==> src/rtl/clken_pkg.sv <==
// clken_pkg: shared constants and elaboration-time helpers for the bus-cycle
// enable sequencer.
//   clog2()      - width of the period counter for a given divider
//   params_ok()  - legality check for a sequencer parameter set
//   DEF_*        - default divider / sub-enable layout shared with the top
package clken_pkg;

  localparam int DEF_DIV         = 50;
  localparam int DEF_NSUB        = 4;
  localparam int DEF_SUB_SPACING = 8;

  // Bits needed to hold values 0 .. v-1 (at least 1).
  function automatic int clog2(input int v);
    int r;
    r = 0;
    while ((1 << r) < v) r++;
    return (r < 1) ? 1 : r;
  endfunction

  // Every sub-enable and the phi2 fall point must land inside one period,
  // and the wait-state clamp must fit the stretch input.
  function automatic bit params_ok(input int div, input int nsub,
                                   input int spacing, input int phi2_low_at,
                                   input int max_stretch, input int sw);
    return (div >= 4) && (nsub * spacing < div) && (phi2_low_at < div) &&
           (max_stretch < (1 << sw));
  endfunction

endpackage

==> src/rtl/clken_sequencer_if.sv <==
// clken_sequencer_if: control inputs and enable outputs of the sequencer.
//   stretch, step_mode, step_req       - driven by the system (master)
//   cpu_clken, cpu_clken1, sub_en,
//   phi2, stretching, cycle_count      - driven by the sequencer (slave)
interface clken_sequencer_if #(
  parameter int SW   = 2,
  parameter int NSUB = 4
);
  logic [SW-1:0]   stretch;
  logic            step_mode;
  logic            step_req;
  logic            cpu_clken;
  logic            cpu_clken1;
  logic [NSUB-1:0] sub_en;
  logic            phi2;
  logic            stretching;
  logic [31:0]     cycle_count;

  modport master (
    output stretch, step_mode, step_req,
    input  cpu_clken, cpu_clken1, sub_en, phi2, stretching, cycle_count
  );

  modport slave (
    input  stretch, step_mode, step_req,
    output cpu_clken, cpu_clken1, sub_en, phi2, stretching, cycle_count
  );
endinterface

==> src/rtl/clken_step_ctl.sv <==
// clken_step_ctl: single-step request tracking.
//   clk, reset    - system clock, async active-high reset
//   step_req      - synchronous level; each rising edge grants one bus cycle
//   step_mode     - when low, nothing is held pending
//   issue         - a bus cycle is being issued this clock
//   step_pending  - one granted step not yet consumed
module clken_step_ctl (
  input  logic clk,
  input  logic reset,
  input  logic step_req,
  input  logic step_mode,
  input  logic issue,
  output logic step_pending
);

  logic req_q;
  logic req_rise;

  assign req_rise = step_req & ~req_q;

  // NOTE: asynchronous reset lives in the sensitivity list; every flop here
  // is cleared the moment reset rises, not at the next clock.
  always_ff @(posedge clk or posedge reset) begin
    if (reset) begin
      req_q        <= 1'b0;
      step_pending <= 1'b0;
    end else begin
      req_q <= step_req;
      // Clear has priority: an edge arriving with the issue it would have
      // granted is consumed by it, and leaving step mode drops the request.
      // A second edge while one is pending just re-sets a set flag (no queue).
      if (issue || !step_mode) step_pending <= 1'b0;
      else if (req_rise)       step_pending <= 1'b1;
    end
  end

endmodule

==> src/rtl/clken_sequencer.sv <==
// clken_sequencer: bus-cycle enable generator for the 65C02 system.
//   clk, reset - system clock, async active-high reset
//   bus        - clken_sequencer_if slave: stretch/step inputs; cpu_clken,
//                cpu_clken1, sub_en, phi2, stretching, cycle_count outputs
// A free-running period counter defines DIV-clock slots; a bus cycle is issued
// at the last count of a slot unless wait states or step mode hold it back.
module clken_sequencer
  import clken_pkg::*;
#(
  parameter int DIV         = DEF_DIV,
  parameter int NSUB        = DEF_NSUB,
  parameter int SUB_SPACING = DEF_SUB_SPACING,
  parameter int PHI2_LOW_AT = 24,
  parameter int MAX_STRETCH = 3,
  parameter int SW          = 2
) (
  input logic            clk,
  input logic            reset,
  clken_sequencer_if.slave bus
);

  localparam int CW = clog2(DIV);

  if (!params_ok(DIV, NSUB, SUB_SPACING, PHI2_LOW_AT, MAX_STRETCH, SW)) begin : g_bad_params
    $error("clken_sequencer: illegal parameter set");
  end

  logic [CW-1:0]   cnt;
  logic [SW-1:0]   stretch_cnt;
  logic [SW-1:0]   stretch_clamped;
  logic            last;
  logic            issue;
  logic            step_pending;
  logic            cpu_clken_q;
  logic            cpu_clken1_q;
  logic [NSUB-1:0] sub_en_q;
  logic            phi2_q;
  logic [31:0]     cycle_count_q;

  assign last  = (cnt == CW'(DIV - 1));
  // step_mode is only looked at here, so a change takes effect at the next
  // slot boundary.
  assign issue = last && (stretch_cnt == '0) && (!bus.step_mode || step_pending);

  assign stretch_clamped = (bus.stretch > SW'(MAX_STRETCH)) ? SW'(MAX_STRETCH)
                                                            : bus.stretch;

  clken_step_ctl u_step (
    .clk          (clk),
    .reset        (reset),
    .step_req     (bus.step_req),
    .step_mode    (bus.step_mode),
    .issue        (issue),
    .step_pending (step_pending)
  );

  // NOTE: sequential state uses non-blocking assignments so every flop sees
  // the pre-edge value of every other flop, whatever the statement order.
  always_ff @(posedge clk or posedge reset) begin
    if (reset) begin
      cnt           <= '0;
      stretch_cnt   <= '0;
      cpu_clken_q   <= 1'b0;
      cpu_clken1_q  <= 1'b0;
      sub_en_q      <= '0;
      phi2_q        <= 1'b0;
      cycle_count_q <= '0;
    end else begin
      // The counter never stalls, so sub-enables keep real time during
      // stretch and step waits.
      cnt          <= last ? '0 : cnt + 1'b1;
      cpu_clken_q  <= issue;
      cpu_clken1_q <= cpu_clken_q;

      // Wait states are sampled once per bus cycle (when the address is
      // stable, one clock after the CPU advanced) and burned off one slot
      // boundary at a time.
      if (cpu_clken1_q)                   stretch_cnt <= stretch_clamped;
      else if (last && stretch_cnt != '0) stretch_cnt <= stretch_cnt - 1'b1;

      for (int i = 0; i < NSUB; i++) begin
        sub_en_q[i] <= (cnt == CW'((i + 1) * SUB_SPACING));
      end

      if (issue)                           phi2_q <= 1'b1;
      else if (cnt == CW'(PHI2_LOW_AT))    phi2_q <= 1'b0;

      if (issue) cycle_count_q <= cycle_count_q + 32'd1;
    end
  end

  assign bus.cpu_clken   = cpu_clken_q;
  assign bus.cpu_clken1  = cpu_clken1_q;
  assign bus.sub_en      = sub_en_q;
  assign bus.phi2        = phi2_q;
  assign bus.stretching  = (stretch_cnt != '0);
  assign bus.cycle_count = cycle_count_q;

endmodule

==> src/flat_wrapper.sv <==
// flat-port wrapper written by rule: the top's interface ports become plain ports
module clken_sequencer_flat import clken_pkg::*;
#(
  parameter int DIV         = DEF_DIV,
  parameter int NSUB        = DEF_NSUB,
  parameter int SUB_SPACING = DEF_SUB_SPACING,
  parameter int PHI2_LOW_AT = 24,
  parameter int MAX_STRETCH = 3,
  parameter int SW          = 2
)
  (clk, reset, bus_stretch, bus_step_mode, bus_step_req, bus_cpu_clken, bus_cpu_clken1, bus_sub_en, bus_phi2, bus_stretching, bus_cycle_count);
  clken_sequencer_if #(.SW(SW), .NSUB(NSUB)) bus_i ();
  input logic clk;
  input logic reset;
  input wire logic [$bits(bus_i.stretch)-1:0] bus_stretch;
  input wire logic [$bits(bus_i.step_mode)-1:0] bus_step_mode;
  input wire logic [$bits(bus_i.step_req)-1:0] bus_step_req;
  output wire logic [$bits(bus_i.cpu_clken)-1:0] bus_cpu_clken;
  output wire logic [$bits(bus_i.cpu_clken1)-1:0] bus_cpu_clken1;
  output wire logic [$bits(bus_i.sub_en)-1:0] bus_sub_en;
  output wire logic [$bits(bus_i.phi2)-1:0] bus_phi2;
  output wire logic [$bits(bus_i.stretching)-1:0] bus_stretching;
  output wire logic [$bits(bus_i.cycle_count)-1:0] bus_cycle_count;
  assign bus_i.stretch = bus_stretch;
  assign bus_i.step_mode = bus_step_mode;
  assign bus_i.step_req = bus_step_req;
  assign bus_cpu_clken = bus_i.cpu_clken;
  assign bus_cpu_clken1 = bus_i.cpu_clken1;
  assign bus_sub_en = bus_i.sub_en;
  assign bus_phi2 = bus_i.phi2;
  assign bus_stretching = bus_i.stretching;
  assign bus_cycle_count = bus_i.cycle_count;
  clken_sequencer #(.DIV(DIV), .NSUB(NSUB), .SUB_SPACING(SUB_SPACING), .PHI2_LOW_AT(PHI2_LOW_AT), .MAX_STRETCH(MAX_STRETCH), .SW(SW)) u_core (.clk(clk), .reset(reset), .bus(bus_i));
endmodule
==> config.mk <==
export PLATFORM = sky130hd
export DESIGN_NAME = clken_sequencer_flat
export DESIGN_NICKNAME = d
export VERILOG_FILES = /design/src/rtl/clken_pkg.sv /design/src/rtl/clken_sequencer_if.sv /design/src/rtl/clken_step_ctl.sv /design/src/rtl/clken_sequencer.sv /design/src/flat_wrapper.sv
export SDC_FILE = /design/constraint.sdc
export NUM_CORES = 1
export LEC_CHECK = 0
export ABC_AREA = 1
export BUFFER_PORTS_ARGS = -buffer_cell sky130_fd_sc_hd__buf_2
export CORE_UTILIZATION = 41
export DETAILED_ROUTE_END_ITERATION = 8
export PLACE_DENSITY_LB_ADDON = 0.25
export SKIP_CTS_REPAIR_TIMING = 1
export SYNTH_ARGS = -nofsm -noshare
export SYNTH_HDL_FRONTEND = slang
export SYNTH_SLANG_ARGS = --single-unit
==> constraint.sdc <==
create_clock -name clk -period 3.25 [get_ports clk]
set_input_delay 0.4875 -clock clk [delete_from_list [all_inputs] [get_ports clk]]
set_output_delay 0.4875 -clock clk [all_outputs]
set_load 0.02 [all_outputs]
* Word level (Yosys, flattened, before mapping)
Index checks and enable logic that the tools add are counted.
Operators by class: $add $sub $neg 3, $lt $le $gt $ge 1, equality and inequality tests 5, mux-type cells 8, bitwise gates (word level) 2, reductions and logical operators 11
Operators by type and width (count):
- 32-bit by 1-bit adder with 32-bit output (second input constant) | 1
- 6-bit by 5-bit equality test with 1-bit output (second input constant) | 2
- 6-bit equality test (second input constant) | 2
- 2-bit nonzero test | 4
- 6-bit by 1-bit adder with 6-bit output (second input constant) | 1
- 6-bit by 4-bit equality test with 1-bit output (second input constant) | 1
- 2-bit two-way mux | 3
- 6-bit two-way mux | 1
- 1-bit two-way mux | 4
- 1-bit logical AND | 3
- 2-bit > comparator (second input constant) | 1
- 2-bit zero test | 1
- 1-bit logical OR | 2
- 2-bit by 1-bit subtractor with 2-bit output (second input constant) | 1
- 1-bit bitwise AND | 1
- 1-bit zero test | 1
- 1-bit NOT | 1
Storage, ports and cells: bits in registers 49, input port bits 6, output and inout port bits 40

* Logic depth before layout (Yosys ltp)
word-level depth 5, depth in mapped cells 10

* By module
A second synthesis with hierarchy kept.
Unflattened totals: cell total of the unflattened synthesis 343, area, all modules 2627.5 sq um
By module, submodules not included:
- clken_sequencer | instances 1, cells each 334, area an instance 2546.2 sq um, sequential area each 1176.1 sq um
- clken_step_ctl | instances 1, cells each 9, area an instance 81.3 sq um, sequential area each 50.0 sq um

* Worst setup path after synthesis
No wires, ideal clock.
path kind reg2reg, start reg u_core.cycle_count_q[0] (netlist: u_core.bus.cycle_count[0]), end reg u_core.cycle_count_q[22] (netlist: u_core.bus.cycle_count[22]), data arrival time 1.486 ns, slack 1.646 ns, cell stages (with the launch flop) 10, clock period less this slack 1.604 ns, cells stage by stage dfrtp_1 ha_1 nand2_1 nor2_2 nand2_1 nor2_4 buf_6 nand2_1 nand2_1 nand2_1
Between the ends: word-level cells in the longest chain between the ends 1
RTL lines:
- from (decl) | line clken_sequencer.sv:38 | logic [31:0] cycle_count_q;
- from (signal assigned) | line clken_sequencer.sv:88 | if (issue) cycle_count_q <= cycle_count_q + 32'd1;
- 32-bit by 1-bit adder with 32-bit output | line clken_sequencer.sv:88
Every way passes these cells. A chain may end at the register's enable or synchronous reset.

* Worst setup path in the final report
start reg u_core.cnt[1], end reg u_core.cycle_count_q[25] (netlist: u_core.bus.cycle_count[25])
Between the ends: word-level cells in the longest chain between the ends 3
RTL lines:
- from (decl) | line clken_sequencer.sv:28 | logic [CW-1:0] cnt;
- from (signal assigned) | line clken_sequencer.sv:71 | cnt <= last ? '0 : cnt + 1'b1;
- 6-bit equality test | line clken_sequencer.sv:40 | assign last = (cnt == CW'(DIV - 1));
- 1-bit logical AND (2 in series) | line clken_sequencer.sv:43 | assign issue = last && (stretch_cnt == '0) && (!bus.step_mode || step_pending);
Every way passes these cells.

==> flow_summary_export.csv <==
group,metric,value,unit
floorplanning,core,0.006026,sq mm
clock_network,cts.sinks,49,
timing,rsz0062_at_grt,"false",
final_layout,nets,398,
timing,post-route-period-util,55.11,%
logic_synthesis,yosysMostFrequentCell,"nand2_1",
clock_network,cts_buffer_depth,2,
global_route,grt_overflow,0,
timing,clock_skew,6.280,ps
timing,finalCriticalPeriod,1791,ps
logic_synthesis,yosys-top-cells-count,"nand2_1, dfrtp_1, nor2_1, inv_1, nand3b_1",
logic_synthesis,synth_top_area_cell,"dfrtp_1",
power_and_ir_drop,p_per_area,326.8,mW/mm^2
logic_synthesis,syn_nets,348,
timing,max-slew-margin-rel,32.37,%
clock_network,cts_root_buf,"clkbuf_8",
timing,final-hold-violation-count,0,
floorplanning,boundaryPins,46,
status,status,"finished, final reports clean",
placed_design,gp_congestion,0.8418,
logic_synthesis,synthFlopType,"dfrtp_1",
power_and_ir_drop,power.leakage,1.612,nW
logic_synthesis,yosys_warnings,0,
worst_setup_path,path_common_cell,"nand2_1",
logic_synthesis,ys_ff_latch,49,
global_route,grt_start_max_net_pins,50,
routing,ant_nets,0,
flow_run,maxCapViolCount,0,
placed_design,port_buffers,45,
routing,vias,2226,
floorplanning,die_area,0.006699,sq mm
logic_synthesis,synth-seq-area-share,46.91,%
power_and_ir_drop,intPower,766.9,uW
routing,drt-total-wl,5411,microns
clock_network,clk_pin_slew,90,ps
final_layout,fin_cells,463,
logic_synthesis,syn_area,0.002614,sq mm
floorplanning,row_count,28,
worst_setup_path,start_kind,"flop",
worst_setup_path,worstPathRequired,3440,ps
routing,drt_iter0_drc,79,
logic_synthesis,yosysTopAreaCellShare,46.91,%
worst_setup_path,crit_slowest_cell,"dfrtp_1",
timing,maxSlewViolCount,0,
worst_setup_path,crit_chain,"inv_1, ha_1, nand3_4, nor2_4, nand2_4, clkinv_2, nand2_1, nand2_1, nand2_1",
timing,tightest_slew,1013,ps
routing,wl_per_cell,11.69,microns
clock_network,htree_levels,2,
worst_setup_path,critPathTopFamily,"simple AND/OR/NAND/NOR gates",
global_route,grt_first_pass_wirelength,9211,microns
worst_setup_path,critical_path.max_stage_delay,410,ps
min_path,hp-class,"in -> reg",
global_route,grt_util_all_layers,18.17,%
final_layout,syn2layout_area_growth,14.41,%
timing,fmax,0.5584,GHz
placed_design,hpwl,4114,microns
clock_network,cts-buffers-inserted,5,
logic_synthesis,synth_edf_count,0,
worst_setup_path,setup.worst_path.class,"reg -> reg",
logic_synthesis,synth_area_leaders,"dfrtp_1, nand2_1, nor2_1",
routing,drtPass1Iterations,4,
power_and_ir_drop,p_sw_share,21.54,%
placed_design,dp.cells,455,
power_and_ir_drop,p_switching,210.5,uW
floorplanning,die_w,81.85,microns
worst_setup_path,critPathCaptureType,"flop",
floorplanning,dieHeight,81.85,microns
final_layout,layout-drive-gt1-share,17.27,%
power_and_ir_drop,pwr-share-seq,62.5,%
logic_synthesis,synthCells,337,
timing,setup_viol,0,
clock_network,worstSkewPairLatency,300,ps
logic_synthesis,synth.avg_cell_area,7.756,sq um
final_layout,diodes,0,
worst_setup_path,cp.buffers_inverters,2,
routing,vias_per_cell,4.808,
logic_synthesis,async_reset_ff_share,100.0,%
clock_network,cts_tree,"yes",
worst_setup_path,cp_max_fo,16,
logic_synthesis,ys_types,24,
floorplanning,start_util,43.38,%
worst_setup_path,cp_data_arrival_time,1990,ps
routing,route.detailed.drc,0,
timing,whs,305.4,ps
power_and_ir_drop,comb_power_share,1.7,%
power_and_ir_drop,clockPowerShare,35.8,%
power_and_ir_drop,ir_worst_vdd,178.7,uV
global_route,grt_pass1_vias,2032,
timing,fin_tns_setup,0,ps
global_route,antenna_found_initial,0,
==> worst register-to-register path: stages (launching register included) <==
cell      delay, ps
dfrtp_1         410
inv_1           100
ha_1            200
nand3_4         140
nor2_4          390
nand2_4         150
clkinv_2        120
nand2_1          60
nand2_1          60
nand2_1          60
==> area by class of cell <==
cell class / instances / area [sq um]
inverter: 39 / 150.1
tap: 75 / 93.84
clock buffer: 8 / 80.08
sequential: 49 / 1226
multi-input combinational: 247 / 1215
fill: 613 / 3035
timing repair buffer: 45 / 225.2
==> placed cells by master (no fill, tap or decap) <==
cell type	instances
a21oi_1	2
buf_2	45
clkbuf_1	3
clkbuf_8	5
clkinv_2	3
dfrtp_1	49
ha_1	5
inv_1	35
inv_2	1
nand2_1	118
nand2_2	2
nand2_4	3
nand3_1	12
nand3_4	1
nand3b_1	15
nand4_1	4
nor2_1	47
nor2_2	3
nor2_4	2
nor3_1	4
o21ai_0	14
o21ai_1	1
o21bai_1	2
or2_2	1
xnor2_1	6
xor2_1	4
xor2_2	1
==> per-stage QoR <==
step                      utilization (%)  setup slack, ps  cell area, sq um  total power, mW
final                               49.63             1459              2990           0.9774
after detailed placement            48.30             1455              2910           0.6409
after global placement              48.30             1524              2910           0.6407
after floorplan                         -             1590              2614           0.6336
after global routing                49.63             1321              2990            1.017
after CTS                           49.63             1428              2990           0.9874
==> worst paths after layout <==
path | startpoint | to | slack (ps) | depth (start not counted)
worst min-delay path | bus_step_req | u_core.u_step.req_q | 310 | 1
min in group asynchronous | reset | u_core.cnt[1] | 420 | 2
worst max-delay path | u_core.cnt[1] | u_core.bus.cycle_count[25] | 1460 | 9
worst min register to register | u_core.bus.cpu_clken | u_core.bus.cpu_clken1 | 370 | 0
worst max register to register | u_core.cnt[1] | u_core.bus.cycle_count[25] | 1460 | 9
max in group asynchronous | reset | u_core.bus.cycle_count[25] | 2200 | 2
==> routing by layer <==
layer / vias up / wire [microns] / GRT usage (%)
met2: 49 / 2553 / 28.43
met1: 1026 / 2603 / 25.23
met4: 0 / 23 / 4.912
li1: 1149 / - / -
met5: - / 0 / 0
met3: 2 / 231 / 4.000
==> sequential cells by signal (all words and copies together) (netlist names) <==
signal                      cells
u_core.bus.sub_en               4
u_core.u_step.step_pending      1
u_core.stretch_cnt              2
u_core.bus.cpu_clken            1
u_core.bus.cycle_count         32
u_core.bus.cpu_clken1           1
u_core.cnt                      6
u_core.u_step.req_q             1
u_core.bus.phi2                 1
==> power groups by stage <==
stage / registers [mW] / clock network (mW) / logic (mW)
6_report: 0.611 / 0.350 / 0.0163
5_1_grt: 0.611 / 0.386 / 0.0196
4_1_cts: 0.611 / 0.359 / 0.0175
3_5_place_dp: 0.623 / 0 / 0.0177
3_3_place_gp: 0.623 / 0 / 0.0174
2_1_floorplan: 0.623 / 0 / 0.0105
==> cells by family (layout without fill, tap and decap cells) <==
family	Yosys count	in the layout	synth area share (%)
simple gates	212	212	36.29
flops	49	49	46.91
buf+inv	41	92	6.606
compound gates	19	19	3.829
xor+xnor	11	11	3.973
fa+ha+maj	5	5	2.393
(Power assumes the default switching activity.)
